[src/rtl/led_sequencer_if.sv]
// Control and LED-drive bundle for led_sequencer.
// The master drives mode/run; the slave returns the LED pattern and strobes.
interface led_sequencer_if #(
    parameter int N_LEDS = 4
);
    logic [1:0]        mode;
    logic              run;
    logic [N_LEDS-1:0] led;
    logic              step;
    logic              wrap;

    modport master (
        output mode,
        output run,
        input  led,
        input  step,
        input  wrap
    );

    modport slave (
        input  mode,
        input  run,
        output led,
        output step,
        output wrap
    );
endinterface

[src/rtl/led_sequencer.sv]
// LED pattern sequencer: prescaled step tick advancing rotate/bounce/count
// patterns, with registered step and wrap strobes.
module led_sequencer #(
    parameter int N_LEDS    = 4,
    parameter int LOG2DELAY = 16
) (
    input logic            clk,
    input logic            rst,
    led_sequencer_if.slave bus
);
    localparam int PW = $clog2(N_LEDS);

    typedef enum logic [1:0] {
        M_UP     = 2'b00,
        M_DOWN   = 2'b01,
        M_BOUNCE = 2'b10,
        M_BIN    = 2'b11
    } mode_t;

    localparam logic [PW-1:0]        LAST    = PW'(N_LEDS - 1);
    localparam logic [PW-1:0]        POS_ONE = PW'(1);
    localparam logic [N_LEDS-1:0]    HOT0    = N_LEDS'(1);
    localparam logic [N_LEDS-1:0]    CNT_ONE = N_LEDS'(1);
    localparam logic [LOG2DELAY-1:0] PRE_ONE = LOG2DELAY'(1);

    logic [LOG2DELAY-1:0] pre_q, pre_d;
    logic [PW-1:0]        pos_q, pos_d;
    logic                 dir_q, dir_d;
    logic [N_LEDS-1:0]    cnt_q, cnt_d;
    mode_t                amode_q, amode_d;
    logic [N_LEDS-1:0]    led_q, led_d;
    logic                 step_q, step_d;
    logic                 wrap_q, wrap_d;

    mode_t                req;
    logic                 tick;
    logic [PW-1:0]        nxt;

    assign req  = mode_t'(bus.mode);
    assign tick = bus.run && (pre_q == '1);

    always_comb begin
        pre_d   = bus.run ? pre_q + PRE_ONE : pre_q;
        pos_d   = pos_q;
        dir_d   = dir_q;
        cnt_d   = cnt_q;
        amode_d = amode_q;
        led_d   = led_q;
        step_d  = 1'b0;
        wrap_d  = 1'b0;
        nxt     = '0;
        if (tick) begin
            step_d = 1'b1;
            if (req != amode_q) begin
                // A new mode restarts its pattern; no advance on this tick.
                amode_d = req;
                pos_d   = '0;
                dir_d   = 1'b0;
                cnt_d   = '0;
                led_d   = (req == M_BIN) ? '0 : HOT0;
            end else begin
                unique case (amode_q)
                    M_UP: begin
                        pos_d  = (pos_q == LAST) ? '0 : pos_q + POS_ONE;
                        wrap_d = (pos_q == LAST);
                        led_d  = HOT0 << pos_d;
                    end
                    M_DOWN: begin
                        pos_d  = (pos_q == '0) ? LAST : pos_q - POS_ONE;
                        wrap_d = (pos_q == '0);
                        led_d  = HOT0 << pos_d;
                    end
                    M_BOUNCE: begin
                        nxt   = dir_q ? pos_q - POS_ONE : pos_q + POS_ONE;
                        pos_d = nxt;
                        if (nxt == LAST) begin
                            dir_d = 1'b1;
                        end
                        if (nxt == '0) begin
                            dir_d  = 1'b0;
                            wrap_d = 1'b1;
                        end
                        led_d = HOT0 << nxt;
                    end
                    M_BIN: begin
                        cnt_d  = cnt_q + CNT_ONE;
                        wrap_d = (cnt_q == '1);
                        led_d  = cnt_d;
                    end
                endcase
            end
        end
    end

    always_ff @(posedge clk or posedge rst) begin
        if (rst) begin
            pre_q   <= '0;
            pos_q   <= '0;
            dir_q   <= 1'b0;
            cnt_q   <= '0;
            amode_q <= M_UP;
            led_q   <= HOT0;
            step_q  <= 1'b0;
            wrap_q  <= 1'b0;
        end else begin
            pre_q   <= pre_d;
            pos_q   <= pos_d;
            dir_q   <= dir_d;
            cnt_q   <= cnt_d;
            amode_q <= amode_d;
            led_q   <= led_d;
            step_q  <= step_d;
            wrap_q  <= wrap_d;
        end
    end

    assign bus.led  = led_q;
    assign bus.step = step_q;
    assign bus.wrap = wrap_q;
endmodule

[src/flat_wrapper.sv]
// flat-port wrapper written by rule: the top's interface ports become plain ports
module led_sequencer_flat 
#(
    parameter int N_LEDS    = 4,
    parameter int LOG2DELAY = 16
)
  (clk, rst, bus_mode, bus_run, bus_led, bus_step, bus_wrap);
  led_sequencer_if #(.N_LEDS(N_LEDS)) bus_i ();
  input logic clk;
  input logic rst;
  input wire logic [$bits(bus_i.mode)-1:0] bus_mode;
  input wire logic [$bits(bus_i.run)-1:0] bus_run;
  output wire logic [$bits(bus_i.led)-1:0] bus_led;
  output wire logic [$bits(bus_i.step)-1:0] bus_step;
  output wire logic [$bits(bus_i.wrap)-1:0] bus_wrap;
  assign bus_i.mode = bus_mode;
  assign bus_i.run = bus_run;
  assign bus_led = bus_i.led;
  assign bus_step = bus_i.step;
  assign bus_wrap = bus_i.wrap;
  led_sequencer #(.N_LEDS(N_LEDS), .LOG2DELAY(LOG2DELAY)) u_core (.clk(clk), .rst(rst), .bus(bus_i));
endmodule
[config.mk]
export PLATFORM = sky130hd
export DESIGN_NAME = led_sequencer_flat
export DESIGN_NICKNAME = d
export VERILOG_FILES = /design/src/rtl/led_sequencer_if.sv /design/src/rtl/led_sequencer.sv /design/src/flat_wrapper.sv
export SDC_FILE = /design/constraint.sdc
export NUM_CORES = 1
export LEC_CHECK = 0
export ABC_CLOCK_PERIOD_IN_PS = 2250
export BUFFER_PORTS_ARGS = -buffer_cell sky130_fd_sc_hd__buf_2
export CAP_MARGIN = 20
export CORE_ASPECT_RATIO = 1.2
export CORE_MARGIN = 3
export CORE_UTILIZATION = 31
export DETAILED_ROUTE_END_ITERATION = 8
export GPL_TIMING_DRIVEN = 0
export SLEW_MARGIN = 20
export SYNTH_ARGS = -nofsm -noshare
export SYNTH_HDL_FRONTEND = slang
export SYNTH_SLANG_ARGS = --single-unit
[constraint.sdc]
create_clock -name clk -period 2.25 [get_ports clk]
set_input_delay 0.225 -clock clk [delete_from_list [all_inputs] [get_ports clk]]
set_output_delay 0.225 -clock clk [all_outputs]
set_load 0.05 [all_outputs]
==> summary.md, run 1 <==
| Metric | Value |
|---|---|
| Core Footprint | 0.005045 mm2 |
| Finish-stage setup viols | 0 |
| Vias per Instance | 4.927 |
| Post-synth top flop | sky130_fd_sc_hd__dfrtp_1 |
| Final standard cell utilization of the core | 37.40% |
| Data required time at the worst endpoint | 2.47 ns |
| Number of vias in the routed layout | between 1000 and 1500 |
| Crit path time final | around 2 ns |
| Number of flops mapped to enable cells by yosys | 0 |
| Floorplan row count | 28 |
| CTS clock-pin slew for the worst setup and hold paths | about 0.07 ns |
| Clock buffers created by TritonCTS | 5 |
| Unrepaired setup endpoints after global routing | false |
| Max Buffers Root-to-Sink | 2 |
| Slew of the pin with the lowest slew margin | ~0.65 ns |
| Maximum level of the CTS H-tree | 2 |
| Synthesized instance count | 156 |
| Cts-stage hold buffer count | 0 |
| Worst path arrival time | 2.22 ns |
| Initial antenna violation count | 0 |
| Peak supply drop | 460.3 uV |
| Aggregate global routing overflow | 0 |
| Worst min path class | input pin to async pin |
| Period utilization | roughly nine tenths |
| Largest area contributor in the synthesized netlist | sky130_fd_sc_hd__dfrtp_1 |
| Max incr delay on CP | 0.41 ns |
| Area of the mapped netlist | 0.001649 mm2 |
| Post-synth cell types | 37 |
| Initial core utilization | 32.69% |
| DRC violation count after routing | 0 |
| Area growth from synthesis to layout | 14.42% |
| Setup fix buffers added after clock tree synthesis | 0 |
| Buffer type at the clock tree root | sky130_fd_sc_hd__clkbuf_8 |
| Synth top area share | 45.52% |
| Hpwl dp | between 2 and 2.5 mm |
| Antenna Violating Nets Remaining | 0 |
| Gr usage total | 11.47% |
| Worst clock skew on the final layout | 0.004369 ns |
| Post-Place Cells | 226 |
| Number of global-route vias before repair | between 1000 and 1500 |
| Synthesized Nets | between 150 and 200 |
| Detailed router's first-iteration violation count | 43 |
| Total of warnings raised by yosys | 0 |
| Die Span X | 72.58 um |
| Top-count cell post-synth | sky130_fd_sc_hd__dfrtp_1 |
| CTS tree | built |
| Placed instance area | approximately 0.0018 mm2 |
| Die footprint | 0.006234 mm2 |
| Endpoint kind of the worst setup timing path | flip-flop |
| Area used by multi-input combinational logic | 808.3 um2 |
| Proportion of synthesized flip-flops having asynchronous set or reset | 100.0% |
| Non-filler cells, final | 234 |
| Boundary pin count | 11 |
| Kind of start point of the critical path | flip-flop |
| Average size of a mapped cell | 10.57 um2 |
| Most numerous cell types in the synthesized netlist | sky130_fd_sc_hd__dfrtp_1, sky130_fd_sc_hd__nand2_1, sky130_fd_sc_hd__o21ai_0, sky130_fd_sc_hd__xnor2_1, sky130_fd_sc_hd__ha_1 |
| Pin count of the biggest net entering global routing | 32 |
| Number of max-cap violations | 0 |
| Critical-path top delay cell | sky130_fd_sc_hd__dfrtp_1 |
| Register area | 777.0 um2 |
| Series of cell instances along the critical path | inv_1 > ha_1 > or2_2 > a311oi_2 > nor2b_2 > a21o_1 > a22o_2 |
| Largest cells by area after synthesis | sky130_fd_sc_hd__dfrtp_1, sky130_fd_sc_hd__ha_1, sky130_fd_sc_hd__xnor2_1, sky130_fd_sc_hd__xor2_1, sky130_fd_sc_hd__nand2_1 |
| Result of the run | completed |
| Max Slew Vio Count | 0 |
| Post-DR wirelength/cell | around 13 um |
| Register area share after synthesis | 47.12% |
| F_max | roughly 500 MHz |
| Port-buffer cells | 10 |
| Number of register bits inferred by synthesis | 31 |
| Post-Route WL | 3.003 mm |
| First-pass DRT Iterations | 4 |
| Final count of hold timing violations | 0 |
| Maximum fanout along the worst path | 5 |
| Final setup TNS | 0 ns |
| Slew Limit Headroom | between 50% and 60% |
| Leakage power | 0.0008898 uW |
| CTS sink cnt | 31 |
| Die height | 85.90 um |
| Worst skew pair latency | around 0.28 ns |
| Post-route standard cell area excluding fillers | 0.001887 mm2 |
| Routability congestion estimate | 0.7964 |
| First-pass GRT wire length | 5.513 mm |
| Final net count | 187 |
| Share of layout cells above drive strength 1 | 21.84% |
| Power density over the cells | 683.5 mW/mm2 |
| Category of the critical setup timing path | flip-flop to flip-flop |
| Antenna diodes | 0 |
| Number of fill cells | 520 |
[routing by layer]
layer  GRT usage, %  vias to the layer above  part of all wire (%)  routed length (um)
met5              0                        -                     0                   0
met4          5.537                        0                   2.4                  72
met3          4.338                        9                   5.5                 164
met2          17.73                       17                    46                1395
met1          13.92                      542                    46                1370
li1               -                      585                     -                   -
[repair_timing]
item                                   4_1_cts  5_1_grt
setup endpoints to repair                    0        2
endpoints found under the hold margin        0        0
resized for setup                            0        2
[cells by family (layout without fill, tap and decap cells)]
group	Yosys count	in the layout	share of synthesized area, %
and+or+nand+nor	48	48	17.53
AOI/OAI and AO/OA	34	34	12.82
DFF	31	31	47.12
xor gates and xnor gates	20	20	10.62
buffers and inverters	13	31	4.401
adders and majority gates	9	9	6.829
muxes	1	1	0.6828
[registers in the layout (all words and copies together) (netlist names)]
signal	count
u_core.amode_q	2
u_core.bus.led	4
u_core.bus.step	1
u_core.bus.wrap	1
u_core.cnt_q	4
u_core.dir_q	1
u_core.pos_q	2
u_core.pre_q	16
[cell usage in the layout (no fill, tap or decap), types with 5 or more instances in the layout]
master                     instances
sky130_fd_sc_hd__a21oi_1           7
sky130_fd_sc_hd__ha_1              9
sky130_fd_sc_hd__nand4_1           6
sky130_fd_sc_hd__inv_1             7
sky130_fd_sc_hd__buf_2            10
sky130_fd_sc_hd__dfrtp_1          30
sky130_fd_sc_hd__o31ai_1           5
sky130_fd_sc_hd__xor2_1            8
sky130_fd_sc_hd__xnor2_1          12
sky130_fd_sc_hd__nand2_1          17
sky130_fd_sc_hd__o21ai_0          12
sky130_fd_sc_hd__clkbuf_8          7
sky130_fd_sc_hd__nor2_1            5
[power breakdown]
part	leakage [uW]	switching [uW]	internal (uW)	total, uW
Combinational	0.000432	54.0	64.0	118
Clock	0.0000505	211	278	489
Sequential	0.000407	62.6	620	682
[final timing paths]
path                                    from           endpoint  slack [ns]  cells past startpoint
min reg2reg                u_core.bus.led[1]  u_core.bus.led[1]        0.47                      2
min                                      rst    u_core.pre_q[3]        0.03                      2
max in group asynchronous                rst    u_core.pos_q[0]        1.80                      2
min in group clk                 bus_mode[1]  u_core.amode_q[1]        0.19                      3
max                        u_core.amode_q[0]  u_core.bus.led[0]        0.26                      7
max reg2reg                u_core.amode_q[0]  u_core.bus.led[0]        0.26                      7
[worst max-delay path: cells and delay by family, from the launching register on]
kind,cells,cell delay (ns)
AOI/OAI and AO/OA,3,0.61
and+or+nand+nor,2,0.55
DFF,1,0.41
adders and majority gates,1,0.26
buffers and inverters,1,0.10
[cell type report]
| class | count | area share [%] |
|---|---|---|
| Tap cell | 60 | 3.979 |
| Clock inverter | 1 | 0.3979 |
| Clock buffer | 7 | 5.106 |
| Timing Repair Buffer | 10 | 2.653 |
| Buffer | 4 | 1.790 |
| Multi-Input combinational cell | 112 | 42.84 |
| Inverter | 9 | 2.056 |
| Sequential cell | 31 | 41.18 |
[metrics by stage]
| step | hold WS, ns | setup slack (ns) | total power, uW |
|---|---|---|---|
| 4_1_cts | 0.05196 | 0.1484 | 1316 |
| 3_3_place_gp | 0.4571 | 0.1989 | 805.8 |
| 2_1_floorplan | 0.3160 | 0.4218 | 776.8 |
| 3_5_place_dp | 0.3644 | 0.1781 | 813.9 |
| 5_1_grt | 0.08467 | 0.02702 | 1373 |
| 6_report | 0.03058 | 0.2591 | 1290 |
No activity file was read; power rests on OpenSTA's default activity.
==> inputs of run 2 (changes only) <==
--- a/config.mk
+++ b/config.mk
@@ -10,9 +10,10 @@
 export CAP_MARGIN = 20
 export CORE_ASPECT_RATIO = 1.2
 export CORE_MARGIN = 3
-export CORE_UTILIZATION = 31
+export CORE_UTILIZATION = 59
 export DETAILED_ROUTE_END_ITERATION = 8
 export GPL_TIMING_DRIVEN = 0
+export PLACE_DENSITY = 0.78
 export SLEW_MARGIN = 20
 export SYNTH_ARGS = -nofsm -noshare
 export SYNTH_HDL_FRONTEND = slang
==> summary.md, run 2 (synthesis gave the netlist of run 1 again) <==
| Metric | Value |
|---|---|
| Met1 layer wirelength in the final routing | 1.269 mm (-7.4%) |
| Finish-stage setup viols | 0 (unchanged) |
| Most frequent cells in the layout | sky130_fd_sc_hd__dfrtp_1, sky130_fd_sc_hd__nand2_1, sky130_fd_sc_hd__xnor2_1, sky130_fd_sc_hd__o21ai_0, sky130_fd_sc_hd__buf_2 |
| Worst min path class | input pin to flip-flop |
| Post-DR wirelength/cell | 14.08 um (+9.7%) |
| Buffer type at the clock tree root | sky130_fd_sc_hd__clkbuf_4 |
| Worst clock skew on the final layout | 0.005068 ns (+0.0006995 ns) |
| Initial antenna violation count | 0 (unchanged) |
| Antenna Violating Nets Remaining | 0 (unchanged) |
| Internal power | 946.0 uW (-1.6%) |
| Part of the total power dissipated in sequential elements | 54.0% (+1.1 points) |
| Unrepaired setup endpoints after global routing | false |
| Share of layout cells above drive strength 1 | 21.14% (-0.70 points) |
| Number of buffers and inverters on the critical path | 1 (unchanged) |
| Number of max-cap violations | 0 (unchanged) |
| Worst path arrival time | 2.32 ns (+0.10 ns) |
| First-pass GRT wire length | 5.133 mm (-6.9%) |
| Die height | 63.92 um (-26%) |
| F_max | 487.6 MHz (-2.9%) |
| Hpwl dp | 2.152 mm (-0.81%) |
| Final count of hold timing violations | 0 (unchanged) |
| Maximum fanout along the worst path | 5 (unchanged) |
| Reg with most FFs | u_core.pre_q |
| Setup fix buffers added after clock tree synthesis | 0 (unchanged) |
| Combinational power share | 9.5% (+0.3 points) |
| Crit path time final | 2.051 ns (+0.05983 ns) |
| Final net count | 188 (+0.53%) |
| Number of global-route vias before repair | 1147 (-6.1%) |
| Maximum level of the CTS H-tree | 2 (unchanged) |
| Floorplan row count | 20 (-29%) |
| Met2 routed wirelength | 1.430 mm (+2.5%) |
| Routability congestion estimate | 0.8624 (+8.3%) |
| Kind of start point of the critical path | flip-flop |
| CTS tree | built |
| Number of vias in the routed layout | 1206 (+4.6%) |
| Area growth from synthesis to layout | 11.76% |
| Post-route standard cell area excluding fillers | 0.001843 mm2 (-2.3%) |
| Endpoint kind of the worst setup timing path | flip-flop |
| CTS clock-pin slew for the worst setup and hold paths | 0.09 ns (+0.02 ns) |
| Placed instance area | 0.001740 mm2 (-1.9%) |
| Max incr delay on CP | 0.42 ns (about the same) |
| Slack of the worst reg-to-reg path | 0.20 ns (-0.06 ns) |
| Total length of routed met3 wires | 175 um (+6.7%) |
| Category of the critical setup timing path | flip-flop to flip-flop |
| Antenna diodes | 0 (unchanged) |
| Core Footprint | 0.002603 mm2 (-48%) |
| Non-filler cells, final | 208 (-11%) |
| Period utilization | 91.14% (+2.7 points) |
| Vias per Instance | 5.798 (+18%) |
| Pin count of the biggest net entering global routing | 32 (unchanged) |
| Series of cell instances along the critical path | inv_1 > ha_1 > or2_2 > a311oi_2 > nor2b_1 > a22oi_1 > o21ai_0 |
| Switching part of the total power | 24.86% (-0.56 points) |
| Clock buffers created by TritonCTS | 5 (unchanged) |
| Number of flip-flops under the largest register name | 16 (unchanged) |
| Worst reg-to-reg path cell count | 7 (unchanged) |
| Result of the run | completed |
| Port-buffer cells | 10 (unchanged) |
| Slew of the pin with the lowest slew margin | 0.6237 ns (-0.02177 ns) |
| Die Span X | 54.26 um (-25%) |
| Boundary pin count | 11 (unchanged) |
| Highest routed metal layer | met4 |
| Power density over the cells | 683.2 mW/mm2 (about the same) |
| Aggregate global routing overflow | 0 (unchanged) |
| Detailed router's first-iteration violation count | 37 (-14%) |
| CTS sink cnt | 31 (unchanged) |
| Gr usage total | 20.75% (+9.3 points) |
| Critical-path top delay cell | sky130_fd_sc_hd__dfrtp_1 |
| Worst skew pair latency | 0.34 ns (+0.06 ns) |
| Number of fill cells | 215 (-59%) |
| Category of cells accounting for the largest share of critical-path delay | compound AO/OA/AOI/OAI gates |
| Die footprint | 0.003468 mm2 (-44%) |
| Clock Power Share | 36.4% (-1.5 points) |
| Data required time at the worst endpoint | 2.52 ns (+0.05 ns) |
| Max Buffers Root-to-Sink | 2 (unchanged) |
| Max Slew Vio Count | 0 (unchanged) |
| Post-Place Cells | 199 (-12%) |
| Leakage power | 0.0008918 uW (+0.23%) |
| Most common cell after layout, fill and taps aside | sky130_fd_sc_hd__dfrtp_1 |
| Sw Pwr | 313.0 uW (-4.5%) |
| Initial core utilization | 63.37% (+31 points) |
| DRC violation count after routing | 0 (unchanged) |
| Crit path depth | 7 (unchanged) |
| Final setup TNS | 0 ns (unchanged) |
| Slew Limit Headroom | 58.36% (+1.5 points) |
| Hold Path Depth | 2 |
| Peak supply drop | 524.2 uV (+14%) |
| First-pass DRT Iterations | 4 (unchanged) |
| Post-Route WL | 2.929 mm (-2.5%) |
-- run 2: worst register-to-register path: cells and delay by family, from the launching register on --
family,cells,cell delay [ns]
buffers and inverters,1,0.10
AND/OR/NAND/NOR,2,0.57
adder cells (fa/ha/maj),1,0.27
AO/OA/AOI/OAI,3,0.62
flip-flops,1,0.42
-- run 2: final timing paths --
path / from / endpoint
hold reg to reg: u_core.pre_q[11] / u_core.pre_q[11]
max in group asynchronous: rst / u_core.pre_q[12]
min in group asynchronous: rst / u_core.bus.step
setup / recovery: u_core.amode_q[0] / u_core.bus.led[2]
setup reg to reg: u_core.amode_q[0] / u_core.bus.led[2]
hold / removal: bus_run / u_core.pre_q[0]
-- run 2: what timing repair did --
item | in CTS | in global routing
hold buffers | 1 | 0
resized for setup | 0 | 1
hold endpoints to repair | 30 | 0
setup endpoints to repair | 0 | 2
-- run 2: power groups by stage --
stage	clock network, uW	logic, uW	registers (uW)
5_1_grt	499	143	693
3_5_place_dp	0	121	693
6_report	459	120	680
3_3_place_gp	0	116	688
4_1_cts	468	124	681
2_1_floorplan	0	97.9	679
-- run 2: layout make-up --
cell class                      count  area, um2  share of cell area, %
Buffer                              4      33.78                  1.833
Clock buffer                        6      51.30                  2.783
Clock inverter                      2      35.03                  1.901
Inverter                            9      38.79                  2.105
Multi-Input combinational cell    112      805.8                  43.72
Sequential cell                    31      777.0                  42.16
Tap cell                           33      41.29                  2.240
Timing Repair Buffer               11      60.06                  3.259
-- run 2: per-stage QoR --
stage	utilization, %	worst slack [ns]	total power, uW	hold slack (ns)
6_report	70.82	0.1993	1259	0.1151
5_1_grt	70.82	0.07686	1335	0.1159
4_1_cts	70.58	0.1291	1273	0.1051
2_1_floorplan	-	0.4218	776.8	0.3160
3_5_place_dp	66.88	0.1596	813.6	0.3409
3_3_place_gp	66.88	0.1914	804.3	0.4530
-- run 2: metal layers --
| metal | track usage, % | up-vias |
|---|---|---|
| met5 | 0 | - |
| met4 | 8.411 | 0 |
| met3 | 8.392 | 6 |
| met2 | 31.44 | 27 |
| met1 | 25.73 | 587 |
| li1 | - | 586 |
==> inputs of run 3 (changes only) <==
--- a/config.mk
+++ b/config.mk
@@ -11,9 +11,11 @@
 export CORE_ASPECT_RATIO = 1.2
 export CORE_MARGIN = 3
 export CORE_UTILIZATION = 59
+export CTS_CLUSTER_DIAMETER = 120
 export DETAILED_ROUTE_END_ITERATION = 8
 export GPL_TIMING_DRIVEN = 0
 export PLACE_DENSITY = 0.78
+export SETUP_SLACK_MARGIN = 0.4
 export SLEW_MARGIN = 20
 export SYNTH_ARGS = -nofsm -noshare
 export SYNTH_HDL_FRONTEND = slang
==> summary.md, run 3 (synthesis gave the netlist of run 1 again) <==
| Metric | Value |
|---|---|
| Leakage power | 0.0009391 uW (+5.3%) |
| Placed instance area | 0.001740 mm2 (unchanged) |
| Final setup TNS | 0 ns (unchanged) |
| Post-layout worst setup margin | 0.4419 ns (+0.2426 ns) |
| Category of the critical setup timing path | flip-flop to flip-flop |
| Slew Limit Headroom | 58.26% (-0.10 points) |
| Number of flip-flops under the largest register name | 16 (unchanged) |
| Antenna Violating Nets Remaining | 0 (unchanged) |
| Result of the run | completed |
| Min-Delay Endpoint | u_core.pre_q[0] |
| CTS clock-pin slew for the worst setup and hold paths | 0.09 ns (about the same) |
| Final net count | 197 (+4.8%) |
| Port-buffer cells | 10 (unchanged) |
| Kind of start point of the critical path | flip-flop |
| Aggregate global routing overflow | 0 (unchanged) |
| Die footprint | 0.003468 mm2 (unchanged) |
| Die Span X | 54.26 um (unchanged) |
| Most frequent cells in the layout | sky130_fd_sc_hd__dfrtp_1, sky130_fd_sc_hd__nand2_1, sky130_fd_sc_hd__xnor2_1, sky130_fd_sc_hd__buf_4, sky130_fd_sc_hd__buf_2 |
| Post-Route WL | 3.265 mm (+11%) |
| Worst slack at placement | 0.1596 ns (unchanged) |
| Register area | 777.0 um2 (unchanged) |
| Most common cell after layout, fill and taps aside | sky130_fd_sc_hd__dfrtp_1 |
| Gr usage total | 21.27% (+0.52 points) |
| Max Buffers Root-to-Sink | 2 (unchanged) |
| Pin count of the biggest net entering global routing | 32 (unchanged) |
| Maximum fanout along the worst path | 4 (-1) |
| Slack of the worst reg-to-reg path | 0.44 ns (+0.24 ns) |
| Post-route standard cell area excluding fillers | 0.001992 mm2 (+8.1%) |
| Number of max-cap violations | 0 (unchanged) |
| Initial antenna violation count | 0 (unchanged) |
| Number of fill cells | 174 (-19%) |
| DRC violation count after routing | 0 (unchanged) |
| Detailed router's first-iteration violation count | 36 (-2.7%) |
| First-pass GRT wire length | 5.230 mm (+1.9%) |
| F_max | 553.1 MHz (+13%) |
| Slew of the pin with the lowest slew margin | 0.6252 ns (+0.001548 ns) |
| Met1 layer wirelength in the final routing | 1.320 mm (+4.0%) |
| CTS sink cnt | 31 (unchanged) |
| Total length of routed met3 wires | 235 um (+34%) |
| First-pass DRT Iterations | 4 (unchanged) |
| Boundary pin count | 11 (unchanged) |
| Hold Startpoint | bus_run |
| Number of global-route vias before repair | 1181 (+3.0%) |
| Area used by multi-input combinational logic | 887.1 um2 (+10%) |
| Worst min path class | input pin to flip-flop |
| Initial core utilization | 63.37% (unchanged) |
| Peak supply drop | 524.8 uV (+0.12%) |
| Met2 routed wirelength | 1.649 mm (+15%) |
| Worst path arrival time | 2.08 ns (-0.24 ns) |
| Crit path time final | 1.808 ns (-0.2426 ns) |
| Buffer type at the clock tree root | sky130_fd_sc_hd__clkbuf_4 |
| CTS tree | built |
| Period utilization | 80.36% (-11 points) |
| Finish-stage setup viols | 0 (unchanged) |
| Data required time at the worst endpoint | 2.52 ns (about the same) |
| Endpoint kind of the worst setup timing path | flip-flop |
| Worst reg-to-reg path cell count | 7 (unchanged) |
| Worst clock skew on the final layout | 0.007861 ns (+0.002793 ns) |
| Share of layout cells above drive strength 1 | 32.07% (+11 points) |
| Core Footprint | 0.002603 mm2 (unchanged) |
| Maximum level of the CTS H-tree | 2 (unchanged) |
| Vias per Instance | 5.783 (-0.25%) |
| Floorplan row count | 20 (unchanged) |
| End of the worst register-to-register path | u_core.bus.led[2] |
| Antenna diodes | 0 (unchanged) |
| RR Startpoint | u_core.amode_q[1] |
| Highest routed metal layer | met4 |
| Hold Path Depth | 2 (unchanged) |
| Worst skew pair latency | 0.34 ns (about the same) |
| Reg with most FFs | u_core.pre_q |
| Number of vias in the routed layout | 1255 (+4.1%) |
| Area growth from synthesis to layout | 20.79% |
| Routability congestion estimate | 0.8624 (unchanged) |
| Power density over the cells | 649.0 mW/mm2 (-5.0%) |
| Clock buffers created by TritonCTS | 5 (unchanged) |
| Hpwl dp | 2.152 mm (unchanged) |
| Post-DR wirelength/cell | 15.05 um (+6.8%) |
| Max Slew Vio Count | 0 (unchanged) |
| Unrepaired setup endpoints after global routing | true |
| Die height | 63.92 um (unchanged) |
| Final count of hold timing violations | 0 (unchanged) |
[run 3: changes by cell type in the layout (fill, tap and decap cells not counted), moves of 3 or more]
cell	previous run	this run
sky130_fd_sc_hd__ha_1	9	4
sky130_fd_sc_hd__buf_4	1	10
sky130_fd_sc_hd__ha_4	0	3
sky130_fd_sc_hd__inv_1	7	4
sky130_fd_sc_hd__inv_2	1	4
sky130_fd_sc_hd__o21ai_0	12	9
sky130_fd_sc_hd__o21ai_1	0	3
[run 3: how the worst max path moves through the flow]
| stage | start | end | slack (ns) |
|---|---|---|---|
| final | u_core.amode_q[1] | u_core.bus.led[2] | 0.44 |
| after global routing | u_core.pre_q[0] | u_core.pos_q[0] | 0.34 |
| after CTS | u_core.amode_q[0] | u_core.bus.led[2] | 0.40 |
| after detailed placement | u_core.amode_q[0] | u_core.bus.led[2] | 0.16 |
| after global placement | u_core.amode_q[0] | u_core.bus.led[2] | 0.19 |
| after floorplan | u_core.amode_q[0] | u_core.bus.led[2] | 0.42 |
[run 3: what timing repair did]
action | 4_1_cts | 5_1_grt
setup endpoints to repair | 9 | 12
hold buffers | 1 | 0
endpoints found under the hold margin | 30 | 0
pin swaps | 1 | 6
gates resized for setup | 4 | 18
setup buffers | 6 | 3
[run 3: layer usage]
| metal | vias to the layer above | GRT usage [%] |
|---|---|---|
| li1 | 601 | - |
| met5 | - | 0 |
| met4 | 0 | 9.034 |
| met3 | 7 | 8.858 |
| met2 | 40 | 33.08 |
| met1 | 607 | 25.11 |
[run 3: worst max-delay path, cell delays in order (launching register included)]
cell                       delay [ns]
sky130_fd_sc_hd__dfrtp_1         0.44
sky130_fd_sc_hd__inv_2           0.09
sky130_fd_sc_hd__ha_2            0.21
sky130_fd_sc_hd__or2_4           0.27
sky130_fd_sc_hd__a311oi_2        0.30
sky130_fd_sc_hd__nor2b_4         0.21
sky130_fd_sc_hd__a22oi_1         0.10
sky130_fd_sc_hd__o21ai_1         0.12
[run 3: cell type report]
type,count,share of cell area (%)
multi-input cells,112,44.54
flip-flops and latches,31,39.01
repair buffers,20,6.407
clock buffers,6,2.575
well taps,33,2.073
inverters,9,1.947
clock inverters,2,1.759
plain buffers,4,1.696
[run 3: power breakdown]
group	internal, uW	switching (uW)
Combinational	89.6	67.8
Clock	262	197
Sequential	619	57.7
[run 3: per-stage QoR]
step	power, uW	hold WS [ns]	instances	util [%]
after global routing	1366	0.1187	217	76.54
after CTS	1287	0.1051	214	73.22
after floorplan	776.8	0.3160	156	-
after global placement	804.3	0.4530	199	66.88
after detailed placement	813.6	0.3409	199	66.88
final	1293	0.1201	217	76.54
